## src/rtl/bsg_nonsynth_clock_div_gen.sv

```systemverilog
// bsg_nonsynth_clock_div_gen
//   Multi-channel, runtime-programmable clock divider for simulation benches.
//   Every channel derives a 50%-duty clock from clk_i with its own half-period
//   and enable. Reconfiguration is buffered per channel and lands only on a
//   falling boundary (or at once on a stopped channel), so an output never
//   glitches or shortens a high phase.
//
//   Optional feature macro: BSG_NONSYNTH_CLOCK_DIV_GEN_COUNT_EN
//     When defined, cycles_o exposes a per-channel rising-edge counter.
//
// Ports
//   clk_i             bench clock, all state changes on its rising edge
//   reset_i           synchronous active-high reset
//   cfg_v_i           config write valid
//   cfg_id_i          target channel (ids >= num_clk_p are accepted and dropped)
//   cfg_en_i          new enable for the target channel
//   cfg_half_period_i new half-period; 0 stops the channel
//   cfg_ready_o       low while the addressed channel holds an unapplied write
//   clk_o             generated clocks (registered)
//   posedge_o         high during the first clk_i cycle each clk_o[i] is high
//   cycles_o          per-channel rising-edge counts (COUNT_EN only)

module bsg_nonsynth_clock_div_gen_chan #(
    parameter int   width_p            = 16,
    parameter int   init_half_period_p = 1,
    parameter logic init_en_p          = 1'b1,
    parameter int   count_width_p      = 32
) (
    input  logic               i_clk,
    input  logic               i_reset,
    input  logic               i_wr,
    input  logic               i_en,
    input  logic [width_p-1:0] i_hp,
    output logic               o_pending,
    output logic               o_clk,
    output logic               o_posedge
`ifdef BSG_NONSYNTH_CLOCK_DIV_GEN_COUNT_EN
   ,output logic [count_width_p-1:0] o_cycles
`endif
);

    logic               r_en;
    logic [width_p-1:0] r_hp;
    logic [width_p-1:0] r_cnt;
    logic               r_lvl;
    logic               r_posedge;
    logic               r_pending;
    logic               r_p_en;
    logic [width_p-1:0] r_p_hp;

    logic w_last;
    logic w_apply;

    // hp is never 0 (zero writes stop the channel instead of loading hp)
    assign w_last  = (r_cnt == (r_hp - width_p'(1)));
    // a buffered write lands on the falling toggle, or right away when stopped
    assign w_apply = r_pending & (~r_en | (r_lvl & w_last));

    always_ff @(posedge i_clk) begin
        if (i_reset) begin
            r_en      <= init_en_p;
            r_hp      <= width_p'(init_half_period_p);
            r_cnt     <= '0;
            r_lvl     <= 1'b0;
            r_posedge <= 1'b0;
            r_pending <= 1'b0;
            r_p_en    <= 1'b0;
            r_p_hp    <= '0;
        end else begin
            r_posedge <= 1'b0;
            if (w_apply) begin
                r_en      <= r_p_en & (r_p_hp != '0);
                if (r_p_hp != '0)
                    r_hp  <= r_p_hp;
                r_cnt     <= '0;
                r_lvl     <= 1'b0;
                r_pending <= 1'b0;
            end else if (r_en) begin
                if (w_last) begin
                    r_lvl     <= ~r_lvl;
                    r_cnt     <= '0;
                    r_posedge <= ~r_lvl;
                end else begin
                    r_cnt <= r_cnt + width_p'(1);
                end
            end
            // accept only happens with pending clear, so it never races apply
            if (i_wr) begin
                r_pending <= 1'b1;
                r_p_en    <= i_en;
                r_p_hp    <= i_hp;
            end
        end
    end

    assign o_pending = r_pending;
    assign o_clk     = r_lvl;
    assign o_posedge = r_posedge;

`ifdef BSG_NONSYNTH_CLOCK_DIV_GEN_COUNT_EN
    logic [count_width_p-1:0] r_cycles;

    always_ff @(posedge i_clk) begin
        if (i_reset)
            r_cycles <= '0;
        else if (r_posedge)
            r_cycles <= r_cycles + count_width_p'(1);
    end

    assign o_cycles = r_cycles;
`endif

endmodule

module bsg_nonsynth_clock_div_gen #(
    parameter int                   num_clk_p          = 4,
    parameter int                   width_p            = 16,
    parameter int                   init_half_period_p = 1,
    parameter logic [num_clk_p-1:0] init_en_p          = '1,
    parameter int                   count_width_p      = 32,
    localparam int                  id_width_lp        = (num_clk_p > 1) ? $clog2(num_clk_p) : 1
) (
    input  logic                   clk_i,
    input  logic                   reset_i,
    input  logic                   cfg_v_i,
    input  logic [id_width_lp-1:0] cfg_id_i,
    input  logic                   cfg_en_i,
    input  logic [width_p-1:0]     cfg_half_period_i,
    output logic                   cfg_ready_o,
    output logic [num_clk_p-1:0]   clk_o,
    output logic [num_clk_p-1:0]   posedge_o
`ifdef BSG_NONSYNTH_CLOCK_DIV_GEN_COUNT_EN
   ,output logic [num_clk_p*count_width_p-1:0] cycles_o
`endif
);

    logic [num_clk_p-1:0] w_pending;
    logic [num_clk_p-1:0] w_wr;
    logic                 w_ready;

    // ids that match no channel fall through with ready=1 and write nothing
    always_comb begin
        w_ready = 1'b1;
        for (int i = 0; i < num_clk_p; i++)
            if (cfg_id_i == id_width_lp'(i))
                w_ready = ~w_pending[i];
    end

    assign cfg_ready_o = w_ready;

    for (genvar i = 0; i < num_clk_p; i++) begin : g_chan
        assign w_wr[i] = cfg_v_i & w_ready & (cfg_id_i == id_width_lp'(i));

        bsg_nonsynth_clock_div_gen_chan #(
            .width_p            (width_p),
            .init_half_period_p (init_half_period_p),
            .init_en_p          (init_en_p[i]),
            .count_width_p      (count_width_p)
        ) u_chan (
            .i_clk     (clk_i),
            .i_reset   (reset_i),
            .i_wr      (w_wr[i]),
            .i_en      (cfg_en_i),
            .i_hp      (cfg_half_period_i),
            .o_pending (w_pending[i]),
            .o_clk     (clk_o[i]),
            .o_posedge (posedge_o[i])
`ifdef BSG_NONSYNTH_CLOCK_DIV_GEN_COUNT_EN
           ,.o_cycles  (cycles_o[i*count_width_p +: count_width_p])
`endif
        );
    end

endmodule
```

## config.mk

```make
export PLATFORM = sky130hd
export DESIGN_NAME = bsg_nonsynth_clock_div_gen
export DESIGN_NICKNAME = d
export VERILOG_FILES = /design/src/rtl/bsg_nonsynth_clock_div_gen.sv
export SDC_FILE = /design/constraint.sdc
export NUM_CORES = 1
export LEC_CHECK = 0
export CORE_ASPECT_RATIO = 1.75
export CORE_MARGIN = 2
export CORE_UTILIZATION = 64
export CTS_BUF_LIST = sky130_fd_sc_hd__clkbuf_16
export DETAILED_ROUTE_END_ITERATION = 16
export PLACE_DENSITY = 0.92
export SLEW_MARGIN = 20
export SYNTH_ARGS = -nofsm -noshare
export SYNTH_HDL_FRONTEND = slang
export SYNTH_HIERARCHICAL = 1
export SYNTH_SLANG_ARGS = --single-unit
```

## constraint.sdc

```tcl
create_clock -name clk_i -period 6.3 [get_ports clk_i]
set_input_delay 1.26 -clock clk_i [delete_from_list [all_inputs] [get_ports clk_i]]
set_output_delay 1.26 -clock clk_i [all_outputs]
set_load 0.05 [all_outputs]
```

==> summary.txt, run 1 <==
Clock network
  – Buffers from clock root to sink, at most: 3
  – Clk_lat worst skew: 0.49 ns
  – Clock Sink Count: 212
  – Hold bufs inserted after CTS: 0
  – Post CTS Setup Buffer Count: 0
  – CTS resizes: 0
  – TritonCTS clock tree: built
  – Cts bufs inserted: 19
  – Clock input transition at the sequential cells of the worst setup and hold paths: 0.07 ns
  – Clock H-tree levels: 1
  – Clock root cell: sky130_fd_sc_hd__clkbuf_16

Status
  – Status: complete, no violations

STA
  – Worst Hold Slack: 0.4793 ns
  – Unrepaired setup endpoints after global routing: false
  – Setup skew after layout: 0.01021 ns
  – Fin Setup TNS: 0 ns
  – Final number of setup-violating endpoints: 0
  – Relative max-transition margin: 0.3573
  – Final-report max-slew violation count: 0
  – Time the worst path needs with I/O delays and setup: 4.498 ns
  – Crit share post-route: 0.7140
  – Slew of the pin with the lowest slew margin: 0.9520 ns
  – Number of hold violations in the final report: 0
  – Max Fclk: 0.2223 GHz

Drt
  – Met3 wire length: 1066 um
  – Iteration count of the initial detailed-routing pass: 5
  – Highest routed layer: met4
  – Final wirelength: 25,640 um
  – Amount of wire on met2 after detailed routing: 13,340 um
  – Average via count per standard cell: 6.009
  – Number of antenna-violating nets in the routed design: 0
  – Wire length per cell after detailed routing: 17.07 um
  – Via count: 9,025
  – Routed metal-1 wire length: 9628 um
  – Initial DRC Count: 451
  – Post-route DRC violation count: 0

Die
  – Die Area: 0.01841 mm^2
  – Die height: 178.0 um
  – Starting density of the core: 0.6533
  – IO Pins: 31
  – Core region area: 0.01695 mm^2
  – Number of standard-cell rows in the floorplan: 63
  – Die Wd: 103.4 um

Logic synthesis
  – Number of flip-flops and latches in the synthesized netlist: 212
  – Distinct cells, synth: 52
  – Fraction of synthesis flops using an asynchronous set or reset pin: 0
  – Mean cell area of the mapped netlist: 8.711 um^2
  – Leading area contributor after synthesis: sky130_fd_sc_hd__dfxtp_1
  – Post-synthesis sequential area ratio: 0.3833
  – Number of nets produced by synthesis: 1,301
  – Synthesis Warnings: 6
  – Combined area of all synthesized cells: 0.01107 mm^2
  – Instance count of the mapped netlist: 1,271
  – Portion of synthesized cell area occupied by the leading cell type: 0.3833
  – Post-synth EDFFs: 0
  – Top_reg_cell synth: sky130_fd_sc_hd__dfxtp_1
  – Leading post-synthesis cells by cell area: sky130_fd_sc_hd__dfxtp_1 38%, sky130_fd_sc_hd__mux2i_1 12%, sky130_fd_sc_hd__xor2_1 6.3%

Placement
  – DP Wirelength: 18,130 um
  – Placer congestion estimate: 0.9385
  – Number of I/O port buffers: 30

Setup path
  – Startpoint Class: input pin
  – Kind of end point of the critical path: primary output
  – Arrival @ worst endpoint: 3.24 ns
  – Endpoint required time on the critical path: 5.04 ns
  – CP max FO: 5
  – Kind of critical path: in2out

Global routing
  – First-pass GRT wire length: 42,260 um
  – Vias in the first global route: 9,014
  – Sum of overflow across all layers after global routing: 0
  – Initial antenna violation count: 0
  – Global-route total usage across every layer: 0.2826
  – Pin count of the biggest net entering global routing: 62

Final layout
  – Fraction of layout cells with a size suffix above 1: 0.07529
  – Area taken by flip-flops and latches: 0.004244 mm^2
  – Area occupied by multi-input gates: 0.006345 mm^2
  – Layout area overhead: 7.752%
  – Ant diodes: 0
  – Count of filler cells inserted in the layout: 1,165
  – Net count of the finished layout: 1,293

Pwr
  – Power dissipated by switching net loads: 1.057 mW
  – Combinational group share of total power: 0.229
  – Clock group share of total power: 0.330
  – Power density over cell area: 282.4 mW/mm^2
  – Sequential power share: 0.442
  – Switching fraction of total power: 0.3138
  – Int Power: 2.312 mW
  – Leakage component of the power: 4.147 nW
  – Maximum resistive drop on vdd: 0.1758 mV

Min path
  – Hold WC Path Type: reg2reg

Run
  – Max-cap violations: 0
-- area by class of cell --
| class | instances | share of cell area |
|---|---|---|
| flip-flops and latches | 212 | 0.3557 |
| well taps | 227 | 0.02381 |
| multi-input cells | 958 | 0.5318 |
| clock inverters | 14 | 0.009019 |
| inverters | 37 | 0.01164 |
| clock buffers | 19 | 0.03985 |
| repair buffers | 35 | 0.02811 |
-- per-stage QoR --
step | worst slack (ns) | utilization | std cells | power, mW | area (um^2)
global placement | 1.820 | 0.6695 | 1469 | 2.250 | 11350
global route | 1.704 | 0.7040 | 1502 | 3.493 | 11930
floorplan | 2.993 | - | 1271 | 2.142 | 11070
detailed placement | 1.804 | 0.6695 | 1469 | 2.274 | 11350
CTS | 1.800 | 0.7040 | 1502 | 3.379 | 11930
finish | 1.802 | 0.7040 | 1502 | 3.369 | 11930
-- layer usage --
| layer | track usage | vias up |
|---|---|---|
| met5 | 0 | - |
| met4 | 0.1749 | 0 |
| li1 | - | 4384 |
| met2 | 0.5073 | 226 |
| met3 | 0.03487 | 86 |
| met1 | 0.3046 | 4329 |
-- synthesized netlist by cell type, types with 12 or more instances --
| cell | n |
|---|---|
| sky130_fd_sc_hd__dfxtp_1 | 212 |
| sky130_fd_sc_hd__nor2_1 | 180 |
| sky130_fd_sc_hd__nand2_1 | 177 |
| sky130_fd_sc_hd__mux2i_1 | 128 |
| sky130_fd_sc_hd__xor2_1 | 80 |
| sky130_fd_sc_hd__xnor2_1 | 60 |
| sky130_fd_sc_hd__clkbuf_1 | 44 |
| sky130_fd_sc_hd__inv_1 | 37 |
| sky130_fd_sc_hd__nand3_1 | 36 |
| sky130_fd_sc_hd__nand4_1 | 32 |
| sky130_fd_sc_hd__nor4_1 | 28 |
| sky130_fd_sc_hd__and3_1 | 24 |
| sky130_fd_sc_hd__nor3_1 | 17 |
| sky130_fd_sc_hd__nor2b_1 | 16 |
| sky130_fd_sc_hd__a21oi_1 | 12 |
| sky130_fd_sc_hd__a31oi_1 | 12 |
| sky130_fd_sc_hd__o21ai_0 | 12 |
-- critical path: stages --
cell	delay, ns
sky130_fd_sc_hd__clkdlybuf4s50_1	0.59
sky130_fd_sc_hd__mux4_2	0.53
sky130_fd_sc_hd__inv_1	0.06
sky130_fd_sc_hd__clkdlybuf4s50_1	0.79
-- kinds of logic after synthesis --
kind of cell | Yosys count | share of synthesized area
and+or+nand+nor | 573 | 0.2522
DFF | 212 | 0.3833
xor gates and xnor gates | 140 | 0.1107
muxes | 129 | 0.1178
AOI/OAI and AO/OA | 108 | 0.08046
buffers and inverters | 101 | 0.04645
adders and majority gates | 8 | 0.009041
-- sequential cells by signal (all words and copies together), names as in the netlist --
signal and flops:
g_chan.u_chan/r_hp 64, g_chan.u_chan/r_p_en 4, g_chan.u_chan/o_pending 4, g_chan.u_chan/o_clk 4
g_chan.u_chan/r_p_hp 64, g_chan.u_chan/o_posedge 4, g_chan.u_chan/r_cnt 64, g_chan.u_chan/r_en 4
-- power groups by stage --
stage	sequential [mW]	clock, mW	combinational (mW)
floorplan	1.56	0	0.577
global placement	1.51	0	0.740
detailed placement	1.51	0	0.761
CTS	1.48	1.13	0.769
global route	1.49	1.17	0.830
finish	1.49	1.11	0.771
-- layout by cell type (no fill, tap or decap), types with 5 or more instances in the layout --
cell type and count:
sky130_fd_sc_hd__a21oi_1 12, sky130_fd_sc_hd__nor3_2 5, sky130_fd_sc_hd__a211o_1 8, sky130_fd_sc_hd__buf_4 6
sky130_fd_sc_hd__or3b_2 8, sky130_fd_sc_hd__inv_1 39, sky130_fd_sc_hd__nor3_1 16, sky130_fd_sc_hd__clkbuf_16 19
sky130_fd_sc_hd__nor2_1 180, sky130_fd_sc_hd__dfxtp_1 212, sky130_fd_sc_hd__mux2i_1 128, sky130_fd_sc_hd__nand2_1 177
sky130_fd_sc_hd__nand4_1 32, sky130_fd_sc_hd__o21a_1 8, sky130_fd_sc_hd__nor4_1 28, sky130_fd_sc_hd__xnor2_1 60
sky130_fd_sc_hd__ha_1 8, sky130_fd_sc_hd__nor4b_2 5, sky130_fd_sc_hd__clkdlybuf4s50_1 29, sky130_fd_sc_hd__o21ai_0 12
sky130_fd_sc_hd__and3_1 24, sky130_fd_sc_hd__a31oi_1 12, sky130_fd_sc_hd__and4_1 8, sky130_fd_sc_hd__xor2_1 80
sky130_fd_sc_hd__nand3_1 36, sky130_fd_sc_hd__nor2b_1 16
-- path summary, 6_finish.rpt --
kind	from	end	slack, ns	cells after the start
worst max-delay path	cfg_id_i[0]	cfg_ready_o	1.80	4
worst min-delay path	g_chan[0].u_chan/r_p_hp[6]	g_chan[0].u_chan/r_hp[6]	0.48	2
worst max register to register	g_chan[1].u_chan/r_hp[0]	g_chan[1].u_chan/r_hp[14]	2.99	10
worst min register to register	g_chan[0].u_chan/r_p_hp[6]	g_chan[0].u_chan/r_hp[6]	0.48	2
Power figures use the tool's default switching activity.
==> run 2: changes to the inputs <==
CORE_UTILIZATION = 56   (was 64)
PLACE_DENSITY = 0.86   (was 0.92)
clock period = 3.75 ns   (was 6.3 ns; I/O delays follow)
==> summary.txt, run 2 (synthesized netlist as in run 1, its figures left out) <==
Global routing
  – Vias in the first global route: 8,694 (-3.6%)
  – Pin count of the biggest net entering global routing: 63 (+1.6%)
  – Sum of overflow across all layers after global routing: 0 (unchanged)
  – First-pass GRT wire length: 40,850 um (-3.3%)
  – Global-route total usage across every layer: 0.2374 (-0.04518)
  – Initial antenna violation count: 0 (unchanged)

Placement
  – Placement Cell Area: 0.01137 mm^2 (+0.18%)
  – Placer congestion estimate: 0.9128 (-2.7%)
  – Number of I/O port buffers: 30 (unchanged)
  – DP Wirelength: 18,030 um (-0.55%)

Setup path
  – Worst path max stage delay: 0.48 ns (-0.31 ns)
  – Worst path buffer plus inverter count: 1 (-2)
  – Startpoint Class: flop
  – Crit-path leading delay family: simple AND/OR/NAND/NOR gates
  – Arrival @ worst endpoint: 3.64 ns (+0.40 ns)
  – CP cell instances: inv_1 -> ha_1 -> nor4b_2 -> nand4_1 -> xnor2_1 -> nor4_1 -> nor2b_1 -> and4_1 -> a22o_4 -> mux2i_1
  – CP max stage cell: sky130_fd_sc_hd__nor4b_2
  – Kind of end point of the critical path: flop
  – CP max FO: 16 (+11)
  – Kind of critical path: reg2reg
  – Endpoint required time on the critical path: 4.17 ns (-0.87 ns)

STA
  – Slew of the pin with the lowest slew margin: 0.8746 ns (-0.07734 ns)
  – Unrepaired setup endpoints after global routing: false
  – Number of hold violations in the final report: 0 (unchanged)
  – Fin Setup TNS: 0 ns (unchanged)
  – Max Fclk: 0.3098 GHz
  – Crit share post-route: 0.8607
  – Final number of setup-violating endpoints: 0 (unchanged)
  – Worst Hold Slack: 0.4800 ns (+0.0006530 ns)
  – Setup skew after layout: 0.009320 ns (-0.0008863 ns)
  – Final-report max-slew violation count: 0 (unchanged)
  – Time the worst path needs with I/O delays and setup: 3.228 ns
  – Relative max-transition margin: 0.4163 (+0.05897)

Final layout
  – Ant diodes: 0 (unchanged)
  – Leading cell type in the layout, fill and taps excluded: sky130_fd_sc_hd__dfxtp_1
  – Top library cells by usage in the layout, fill and taps aside: 212 x sky130_fd_sc_hd__dfxtp_1, 180 x sky130_fd_sc_hd__nor2_1, 177 x sky130_fd_sc_hd__nand2_1
  – Net count of the finished layout: 1,294 (+0.077%)
  – Layout area overhead: 8.792%
  – Fraction of layout cells with a size suffix above 1: 0.07981 (+0.004518)
  – Biggest regs: g_chan.u_chan/r_cnt x64, g_chan.u_chan/r_hp x64, g_chan.u_chan/r_p_hp x64
  – Design area: 0.01205 mm^2 (+0.96%)

Pwr
  – Power dissipated by switching net loads: 1.787 mW (+69%)
  – Int Power: 4.053 mW (+75%)
  – Sequential power share: 0.427 (-0.015)
  – Switching fraction of total power: 0.3060 (-0.007865)
  – Sum of internal, switching and leakage power: 5.839 mW (+73%)
  – Leakage component of the power: 4.189 nW (+1.0%)
  – Power density over cell area: 484.8 mW/mm^2 (+72%)
  – Clock group share of total power: 0.354 (+0.024)
  – Maximum resistive drop on vdd: 0.4588 mV (+160%)
  – Combinational group share of total power: 0.219 (-0.010)

Clock network
  – Hold bufs inserted after CTS: 0 (unchanged)
  – Post CTS Setup Buffer Count: 0 (unchanged)
  – TritonCTS clock tree: built
  – Clock H-tree levels: 1 (unchanged)
  – Buffers from clock root to sink, at most: 3 (unchanged)
  – Cts bufs inserted: 20 (+1)
  – Clock Sink Count: 212 (unchanged)
  – Clock input transition at the sequential cells of the worst setup and hold paths: 0.07 ns (about the same)
  – CTS resizes: 0 (unchanged)
  – Clk_lat worst skew: 0.49 ns (about the same)
  – Clock root cell: sky130_fd_sc_hd__clkbuf_16

Die
  – Die Area: 0.02096 mm^2 (+14%)
  – Number of standard-cell rows in the floorplan: 68 (+7.9%)
  – Starting density of the core: 0.5658 (-0.08751)
  – IO Pins: 31 (unchanged)
  – Die height: 190.0 um (+6.8%)
  – Core region area: 0.01957 mm^2 (+15%)
  – Die Wd: 110.3 um (+6.6%)

Run
  – Max-cap violations: 0 (unchanged)

Drt
  – Initial DRC Count: 598 (+33%)
  – Average via count per standard cell: 5.859 (-2.5%)
  – Via count: 8,923 (-1.1%)
  – Post-route DRC violation count: 0 (unchanged)
  – Wire length per cell after detailed routing: 16.53 um (-3.2%)
  – Iteration count of the initial detailed-routing pass: 5 (unchanged)
  – Final wirelength: 25,170 um (-1.8%)
  – Number of antenna-violating nets in the routed design: 0 (unchanged)

Min path
  – Hold WC Path Type: reg2reg

Status
  – Status: complete, no violations
==> run 2: routing by layer <==
layer	track usage	vias to the layer above	part of all wire
met3	0.02878	85	0.035
met4	0.1409	0	0.057
met1	0.2471	4279	0.38
met5	0	-	0
met2	0.4398	188	0.53
li1	-	4371	-
==> run 2: final timing paths <==
check	from	slack (ns)	cells past startpoint	end
max	g_chan[2].u_chan/r_hp[0]	0.52	10	g_chan[2].u_chan/r_hp[11]
min	g_chan[2].u_chan/r_p_hp[3]	0.48	2	g_chan[2].u_chan/r_hp[3]
max reg2reg	g_chan[2].u_chan/r_hp[0]	0.52	10	g_chan[2].u_chan/r_hp[11]
min reg2reg	g_chan[2].u_chan/r_p_hp[3]	0.48	2	g_chan[2].u_chan/r_hp[3]
==> run 2: final cells by class <==
class                      instances  area, um^2
clock buffer                      21       525.5
clock inverter                    15       152.6
fill                            1590        7523
inverter                          37       138.9
multi-input combinational        958        6345
sequential                       212        4244
tap                              245       306.5
timing repair buffer              35       332.8
==> run 2: stage by stage <==
step | std cells | setup WS [ns] | utilization
2_1_floorplan | 1271 | 1.018 | -
3_3_place_gp | 1487 | 0.6014 | 0.5809
3_5_place_dp | 1487 | 0.5644 | 0.5809
4_1_cts | 1523 | 0.5382 | 0.6155
5_1_grt | 1523 | 0.3387 | 0.6155
6_report | 1523 | 0.5223 | 0.6155
==> run 2: worst register-to-register path, cell delays in order (launching register included) <==
cell and delay [ns]:
sky130_fd_sc_hd__dfxtp_1 0.35, sky130_fd_sc_hd__inv_1 0.11, sky130_fd_sc_hd__ha_1 0.27, sky130_fd_sc_hd__nor4b_2 0.48, sky130_fd_sc_hd__nand4_1 0.23, sky130_fd_sc_hd__xnor2_1 0.17, sky130_fd_sc_hd__nor4_1 0.40, sky130_fd_sc_hd__nor2b_1 0.19
sky130_fd_sc_hd__and4_1 0.36, sky130_fd_sc_hd__a22o_4 0.35, sky130_fd_sc_hd__mux2i_1 0.24
==> run 2: power by group through the flow <==
stage,Sequential (mW),Combinational (mW),Clock [mW]
floorplan,2.63,0.969,0
global placement,2.54,1.24,0
detailed placement,2.55,1.27,0
CTS,2.49,1.28,2.11
global route,2.51,1.39,2.17
finish,2.50,1.28,2.07
==> run 3: changes to the inputs <==
CORE_UTILIZATION = 62   (was 56)
PLACE_DENSITY = 0.9   (was 0.86)
TNS_END_PERCENT = 100   (was default)
clock period = 3.7 ns   (was 3.75 ns; I/O delays follow)
==> summary.txt, run 3 (synthesized netlist as in run 1, its figures left out) <==
Clock network
  – Clock root cell: sky130_fd_sc_hd__clkbuf_16
  – Hold bufs inserted after CTS: 0 (unchanged)
  – Buffers from clock root to sink, at most: 3 (unchanged)
  – Clk_lat worst skew: 0.50 ns (about the same)
  – Post CTS Setup Buffer Count: 0 (unchanged)
  – Clock H-tree levels: 1 (unchanged)
  – CTS resizes: 0 (unchanged)
  – TritonCTS clock tree: built
  – Cts bufs inserted: 20 (unchanged)
  – Clock input transition at the sequential cells of the worst setup and hold paths: 0.06 ns (about the same)
  – Clock Sink Count: 212 (unchanged)

Min path
  – WHS Path Cells: 2 (unchanged)
  – Hold WC Path Type: reg2reg

STA
  – Final-report max-slew violation count: 0 (unchanged)
  – Time the worst path needs with I/O delays and setup: 3.186 ns (-0.04128 ns)
  – Slew of the pin with the lowest slew margin: 0.8648 ns (-0.009865 ns)
  – Relative max-transition margin: 0.4229 (+0.006584)
  – Setup skew after layout: 0.008106 ns (-0.001214 ns)
  – Final number of setup-violating endpoints: 0 (unchanged)
  – Unrepaired setup endpoints after global routing: false
  – Number of hold violations in the final report: 0 (unchanged)
  – Crit share post-route: 0.8612 (about the same)
  – Fin Setup TNS: 0 ns (unchanged)
  – Max Fclk: 0.3138 GHz (+1.3%)

Final layout
  – Area occupied by multi-input gates: 0.006345 mm^2 (unchanged)
  – Ant diodes: 0 (unchanged)
  – Area taken by flip-flops and latches: 0.004244 mm^2 (unchanged)
  – Top library cells by usage in the layout, fill and taps aside: 212 x sky130_fd_sc_hd__dfxtp_1, 180 x sky130_fd_sc_hd__nor2_1, 177 x sky130_fd_sc_hd__nand2_1
  – Fraction of layout cells with a size suffix above 1: 0.07584 (-0.003972)
  – Net count of the finished layout: 1,295 (+0.077%)
  – Final std cells w/o fill: 1,510 (-0.85%)
  – Biggest regs: g_chan.u_chan/r_cnt x64, g_chan.u_chan/r_hp x64, g_chan.u_chan/r_p_hp x64
  – Leading cell type in the layout, fill and taps excluded: sky130_fd_sc_hd__dfxtp_1
  – Layout area overhead: 8.645%
  – Count of filler cells inserted in the layout: 1,318 (-17%)

Drt
  – Average via count per standard cell: 6.014 (+2.6%)
  – Number of antenna-violating nets in the routed design: 0 (unchanged)
  – Initial DRC Count: 482 (-19%)
  – Final wirelength: 26,170 um (+4.0%)
  – Wire length per cell after detailed routing: 17.33 um (+4.9%)
  – Via count: 9,081 (+1.8%)
  – Iteration count of the initial detailed-routing pass: 5 (unchanged)
  – Post-route DRC violation count: 0 (unchanged)

Pwr
  – Power density over cell area: 496.0 mW/mm^2 (+2.3%)
  – Leakage component of the power: 4.206 nW (+0.40%)
  – Maximum resistive drop on vdd: 0.3856 mV (-16%)

Setup path
  – Kind of end point of the critical path: flop
  – CP max FO: 16 (unchanged)
  – Kind of critical path: reg2reg
  – Arrival @ worst endpoint: 3.59 ns (-0.05 ns)
  – Depth of the worst register-to-register path: 10 (unchanged)
  – Endpoint required time on the critical path: 4.11 ns (-0.06 ns)
  – Startpoint Class: flop

Die
  – Starting density of the core: 0.6342 (+0.06845)
  – Die height: 180.8 um (-4.9%)
  – Core region area: 0.01746 mm^2 (-11%)
  – Number of standard-cell rows in the floorplan: 64 (-5.9%)
  – Die Area: 0.01898 mm^2 (-9.4%)
  – Die Wd: 105.0 um (-4.8%)
  – IO Pins: 31 (unchanged)

Global routing
  – Pin count of the biggest net entering global routing: 43 (-32%)
  – Global-route total usage across every layer: 0.2703 (+0.03294)
  – Initial antenna violation count: 0 (unchanged)
  – Sum of overflow across all layers after global routing: 0 (unchanged)
  – First-pass GRT wire length: 42,740 um (+4.6%)
  – Vias in the first global route: 9,037 (+3.9%)

Placement
  – Number of I/O port buffers: 30 (unchanged)
  – Number of instances in the placed design: 1,474 (-0.87%)
  – Placer congestion estimate: 0.9323 (+2.1%)
  – DP Wirelength: 18,300 um (+1.5%)

Run
  – Max-cap violations: 0 (unchanged)

Status
  – Status: complete, no violations
-- run 3: cell count changes in the layout (fill, tap and decap cells not counted) --
cell	change
sky130_fd_sc_hd__inv_1	+3
sky130_fd_sc_hd__clkinv_4	-3
sky130_fd_sc_hd__clkinv_8	-1
sky130_fd_sc_hd__clkinv_2	-2
sky130_fd_sc_hd__bufinv_16	+1
sky130_fd_sc_hd__buf_4	+1
sky130_fd_sc_hd__clkinv_1	+3
sky130_fd_sc_hd__inv_6	+1
sky130_fd_sc_hd__clkinvlp_4	-2
-- run 3: path summary, 6_finish.rpt --
| path | start | endpoint | slack (ns) |
|---|---|---|---|
| worst min-delay path | g_chan[3].u_chan/r_p_hp[13] | g_chan[3].u_chan/r_hp[13] | 0.48 |
| worst min register to register | g_chan[3].u_chan/r_p_hp[13] | g_chan[3].u_chan/r_hp[13] | 0.48 |
| worst max-delay path | g_chan[1].u_chan/r_hp[0] | g_chan[1].u_chan/r_hp[7] | 0.51 |
| worst max register to register | g_chan[1].u_chan/r_hp[0] | g_chan[1].u_chan/r_hp[7] | 0.51 |
-- run 3: layer usage --
| layer | global-route usage | wire (um) | vias up |
|---|---|---|---|
| met2 | 0.4906 | 13360 | 249 |
| met4 | 0.1920 | 2004 | 0 |
| li1 | - | - | 4391 |
| met3 | 0.03788 | 1056 | 99 |
| met1 | 0.2807 | 9756 | 4342 |
| met5 | 0 | 0 | - |
-- run 3: worst max-delay path: stages, from the launching register on --
cell                        delay (ns)
sky130_fd_sc_hd__dfxtp_1          0.34
sky130_fd_sc_hd__inv_1            0.09
sky130_fd_sc_hd__ha_1             0.28
sky130_fd_sc_hd__or4b_1           0.49
sky130_fd_sc_hd__nor3_1           0.18
sky130_fd_sc_hd__o2111ai_1        0.12
sky130_fd_sc_hd__nor4_1           0.41
sky130_fd_sc_hd__nor2b_1          0.18
sky130_fd_sc_hd__and4_1           0.37
sky130_fd_sc_hd__a22o_4           0.36
sky130_fd_sc_hd__mux2i_1          0.27
-- run 3: through the flow --
| stage | setup slack (ns) | area (um^2) | utilization | hold WS, ns | total power [mW] |
|---|---|---|---|---|---|
| after floorplan | 0.9683 | 11070 | - | 0.4500 | 3.647 |
| after global placement | 0.6871 | 11360 | 0.6506 | 0.4625 | 3.827 |
| after detailed placement | 0.6156 | 11360 | 0.6506 | 0.4689 | 3.854 |
| after CTS | 0.5540 | 12030 | 0.6891 | 0.4762 | 5.959 |
| after global routing | 0.2385 | 12030 | 0.6891 | 0.4999 | 6.178 |
| final | 0.5136 | 12030 | 0.6891 | 0.4782 | 5.967 |
-- run 3: final cells by class --
| type | count | area share |
|---|---|---|
| multi-input combinational | 958 | 0.5275 |
| tap | 231 | 0.02403 |
| clock buffer | 21 | 0.04369 |
| inverter | 37 | 0.01155 |
| timing repair buffer | 36 | 0.02829 |
| clock inverter | 15 | 0.01217 |
| sequential | 212 | 0.3528 |
-- run 3: power by group --
part	switching [mW]	leakage, nW	internal (mW)
combinational	0.777	2.15	0.527
sequential	0.143	1.72	2.39
clock	0.888	0.338	1.24
total	1.81	4.21	4.16
